[config.mk]
export PLATFORM = sky130hd
export DESIGN_NAME = serial_word_collector_flat
export DESIGN_NICKNAME = d
export VERILOG_FILES = /design/src/rtl/serial_word_collector_if.sv /design/src/rtl/serial_word_collector.sv /design/src/flat_wrapper.sv
export SDC_FILE = /design/constraint.sdc
export NUM_CORES = 1
export LEC_CHECK = 0
export CAP_MARGIN = 20
export CORE_ASPECT_RATIO = 0.75
export CORE_UTILIZATION = 43
export CTS_CLUSTER_DIAMETER = 60
export CTS_CLUSTER_SIZE = 14
export DETAILED_ROUTE_END_ITERATION = 16
export PLACE_DENSITY = 0.72
export RECOVER_POWER = 50
export SYNTH_ARGS = -nofsm -noshare
export SYNTH_HDL_FRONTEND = slang
export SYNTH_SLANG_ARGS = --single-unit
[constraint.sdc]
create_clock -name io_clock -period 1.4 [get_ports io_clock]
set_clock_uncertainty 0.15 [all_clocks]
set_input_delay 0.28 -clock io_clock [delete_from_list [all_inputs] [get_ports io_clock]]
set_output_delay 0.28 -clock io_clock [all_outputs]
set_load 0.02 [all_outputs]
[src/rtl/serial_word_collector_if.sv]
// Stream bundle between a serial bit producer, the word collector and the word consumer.
interface serial_word_collector_if #(
    parameter int WIDTH = 8
) ();
    logic                     inBit;
    logic                     inValid;
    logic                     inReady;
    logic [WIDTH-1:0]         outBits;
    logic                     outValid;
    logic                     outReady;
    logic [$clog2(WIDTH)-1:0] bitCount;

    // Producer/consumer side: drives bits in and takes words out.
    modport master (
        output inBit, inValid, outReady,
        input  inReady, outBits, outValid, bitCount
    );

    // Collector side.
    modport slave (
        input  inBit, inValid, outReady,
        output inReady, outBits, outValid, bitCount
    );
endinterface

[src/rtl/serial_word_collector.sv]
// Serial-to-parallel word collector with a one-word holding register and
// a valid/ready handshake on both sides.
module serial_word_collector #(
    parameter int WIDTH     = 8,
    parameter bit MSB_FIRST = 1'b1
) (
    input  logic                   io_clock,
    input  logic                   io_resetNegate,
    input  logic                   io_clear,
    serial_word_collector_if.slave bus
);
    localparam int CW = $clog2(WIDTH);

    logic [WIDTH-1:0] sr;
    logic [WIDTH-1:0] hold;
    logic [WIDTH-1:0] nextSr;
    logic [CW-1:0]    cnt;
    logic             full;
    logic             lastBit;
    logic             inReady;
    logic             accept;

    // The final bit stalls while a word is still held; decided from registered
    // state only, so outReady never reaches inReady combinationally.
    assign lastBit = (cnt == CW'(WIDTH - 1));
    assign inReady = !(lastBit && full);
    assign accept  = bus.inValid && inReady;

    // Shift the incoming bit into the partial word in the configured order.
    always_comb begin
        nextSr = sr;
        if (MSB_FIRST) begin
            nextSr = {sr[WIDTH-2:0], bus.inBit};
        end else begin
            nextSr = {bus.inBit, sr[WIDTH-1:1]};
        end
    end

    // Partial word, bit counter, holding register and its valid flag.
    always_ff @(posedge io_clock or negedge io_resetNegate) begin
        if (!io_resetNegate) begin
            sr   <= '0;
            cnt  <= '0;
            hold <= '0;
            full <= 1'b0;
        end else if (io_clear) begin
            sr   <= '0;
            cnt  <= '0;
            hold <= '0;
            full <= 1'b0;
        end else begin
            if (full && bus.outReady) begin
                full <= 1'b0;
            end
            // A final-bit accept implies full is 0, so it never races the take above.
            if (accept) begin
                if (lastBit) begin
                    hold <= nextSr;
                    full <= 1'b1;
                    cnt  <= '0;
                    sr   <= '0;
                end else begin
                    sr  <= nextSr;
                    cnt <= cnt + CW'(1);
                end
            end
        end
    end

    assign bus.inReady  = inReady;
    assign bus.outBits  = hold;
    assign bus.outValid = full;
    assign bus.bitCount = cnt;
endmodule

[src/flat_wrapper.sv]
// flat-port wrapper written by rule: the top's interface ports become plain ports
module serial_word_collector_flat 
#(
    parameter int WIDTH     = 8,
    parameter bit MSB_FIRST = 1'b1
)
  (io_clock, io_resetNegate, io_clear, bus_inBit, bus_inValid, bus_outReady, bus_inReady, bus_outBits, bus_outValid, bus_bitCount);
  serial_word_collector_if #(.WIDTH(WIDTH)) bus_i ();
  input  logic io_clock;
  input  logic io_resetNegate;
  input  logic io_clear;
  input wire logic [$bits(bus_i.inBit)-1:0] bus_inBit;
  input wire logic [$bits(bus_i.inValid)-1:0] bus_inValid;
  input wire logic [$bits(bus_i.outReady)-1:0] bus_outReady;
  output wire logic [$bits(bus_i.inReady)-1:0] bus_inReady;
  output wire logic [$bits(bus_i.outBits)-1:0] bus_outBits;
  output wire logic [$bits(bus_i.outValid)-1:0] bus_outValid;
  output wire logic [$bits(bus_i.bitCount)-1:0] bus_bitCount;
  assign bus_i.inBit = bus_inBit;
  assign bus_i.inValid = bus_inValid;
  assign bus_i.outReady = bus_outReady;
  assign bus_inReady = bus_i.inReady;
  assign bus_outBits = bus_i.outBits;
  assign bus_outValid = bus_i.outValid;
  assign bus_bitCount = bus_i.bitCount;
  serial_word_collector #(.WIDTH(WIDTH), .MSB_FIRST(MSB_FIRST)) u_core (.io_clock(io_clock), .io_resetNegate(io_resetNegate), .io_clear(io_clear), .bus(bus_i));
endmodule
==> results.cfg <==
[status]
status = finished with violations
violations = negative setup slack

[cts]
clock_latency_ps = 290
cts.htree.levels = 1
cts_hold_buf = 0
root_buffer = clkbuf_4
cts_buffers = 3
cts_tree = yes
clk_pin_slew_ps = 100
clock-sinks = 19
cts.path.max_buffers = 2

[setup_path]
worstSetupPathType = flop to output port
cp_max_fo = 2
cp.required_ps = 970
worst_setup_path_start_kind = flop
crit_arrival_ps = 1210
end_kind = output port

[layout]
multi_input_area_sq_um = 395
drive_gt1_share_pct = 37.9
stdcell_area_sq_um = 1200
mostFrequentLayoutCell = nand2b_1
mostFrequentLayoutCells = nand2b_1, dfrtp_1, mux2i_1, buf_2, buf_4
layout-area-overhead-vs-synth_pct = 38.8
seqCellArea_sq_um = 479
fin_util_pct = 66.4
layout.nets = 112
diodes = 0
fill_cells = 149

[place]
io_buffers = 18
dp_hpwl_um = 1180
placed_area_sq_um = 1170
place_congestion = 0.662

[sta]
tightest_slew_ps = 478
max_slew_margin_pct = 68.1
finalWorstPathRequiredPeriod_ps = 1640
final-max-slew-violation-count = 0
rsz0062_at_grt = true
setup_viol = 22
max_freq_mhz = 611
finalHoldViolations = 0
fin_ws_ps = -237
holdWs_ps = 303
finalCritPeriodShare_pct = 117

[synthesis]
yosys-top-cells-area = dfrtp_1, nand2b_1, mux2i_1, o22ai_1, ha_1
netlist_area_sq_um = 863
yosysTopAreaCellShare_pct = 55.1
yosys_warnings = 0
synth-edff-count = 0
synth_cell_types = 17
synth_seq_cells = 19
synth.avg_cell_area_sq_um = 12.2
yosysSeqAreaShare_pct = 55.1
syn_inst = 71
ys.flop_type = dfrtp_1
synth_nets = 79
async_flop_share_pct = 100
synth_top_cell_by_area = dfrtp_1

[pwr]
switching_share_pct = 23.5
share_comb_of_total_power_pct = 12.6
ir_drop_mv = 0.626
p_sw_mw = 0.226
p_clk_share_pct = 28.7
p_seq_share_pct = 58.6
power_per_cell_area_nw_per_um2 = 801
internal_power_mw = 0.735
p_leak_nw = 0.606

[die]
die_y_um = 40.8
rows = 13
initial_core_util_pct = 47.8
dieWidth_um = 53.7
core_sq_um = 1810
io_pins = 19
dieArea_sq_um = 2190

[routing]
vias = 616
ant_nets = 0
wirelength_um = 1660
dr.pass1.iters = 4
drc = 0
wl_per_cell_um = 13.2
drtIter0Drc = 2
vias_per_cell = 4.93

[global_route]
grt-ovfl-total = 0
grt_start_max_net_pins = 20
grt_pass1_vias = 609
grt_pass1_wl_um = 2700
antenna_found_initial = 0
grt_usage_pct = 18.4

[run]
maxCapViolCount = 0

[worst_hold_path]
holdCritPathClass = input port to async pin
[layer usage]
| layer | global-route usage, % | part of all wire [%] | vias up |
|---|---|---|---|
| li1 | - | - | 309 |
| met1 | 19.6 | 45 | 298 |
| met2 | 34.3 | 50 | 9 |
| met3 | 8.15 | 4.1 | 0 |
| met4 | 3.95 | 0 | 0 |
| met5 | 0 | 0 | - |
[area by class of cell]
cell class	count	area share, %
clock buffer	4	2.19
inverter	1	0.313
multi-input combinational	47	33.0
sequential	19	40.0
tap	22	2.30
timing repair buffer	32	22.2
[critical path, stage by stage (launching register included)]
cell,delay (ps)
dfrtp_2,440
ha_4,170
ha_4,150
nand2_2,50
buf_6,110
[flip-flops by register name (all words and copies together), names as in the netlist]
name,cells
u_core.sr,7
u_core.bus.outBits,8
u_core.bus.bitCount,3
u_core.bus.outValid,1
[logic make-up (layout without fill, tap and decap cells)]
kind of cell	count (synthesis)	count (layout)	synth area share, %
buf+inv	5	37	3.19
flops	19	19	55.1
compound gates	11	11	10.3
simple gates	25	25	18.1
mux	9	9	10.4
fa+ha+maj	2	2	2.90
[cells in the mapped netlist (2+ instances only)]
cell	number
nand2b_1	21
dfrtp_1	19
mux2i_1	9
o22ai_1	7
clkbuf_1	2
ha_1	2
[per-stage QoR]
stage	instances	power, mW	setup WS (ps)	setup TNS (ps)
2_1_floorplan	71	0.627	-73.7	-716
3_3_place_gp	118	0.689	-383	-3640
3_5_place_dp	118	0.693	-389	-4140
4_1_cts	124	0.979	-257	-3430
5_1_grt	125	1.01	-292	-4250
6_report	125	0.961	-237	-3130
[power groups by stage]
stage	clock, mW	sequential [mW]	combinational [mW]
floorplan	0	0.582	0.0454
global placement	0	0.574	0.115
detailed placement	0	0.575	0.118
CTS	0.292	0.563	0.123
global route	0.311	0.564	0.132
finish	0.276	0.563	0.121
[worst paths after layout]
check                                       startpoint                     end  slack [ps]  cells after the start
worst max-delay path            u_core.bus.bitCount[1]             bus_inReady        -240                      4
worst min-delay path                    io_resetNegate            u_core.sr[2]         300                      2
worst max register to register  u_core.bus.bitCount[1]  u_core.bus.bitCount[2]        -190                      6
worst min register to register   u_core.bus.outBits[7]   u_core.bus.outBits[7]         390                      2
max in group asynchronous               io_resetNegate     u_core.bus.outValid         440                      2
min in group io_clock            u_core.bus.outBits[7]   u_core.bus.outBits[7]         390                      2
[timing repair]
item,4_1_cts,5_1_grt
pin swaps,1,1
gates resized for setup,58,9
setup buffers,2,1
setup endpoints to repair,32,31
No activity file was read; power rests on OpenSTA's default activity.
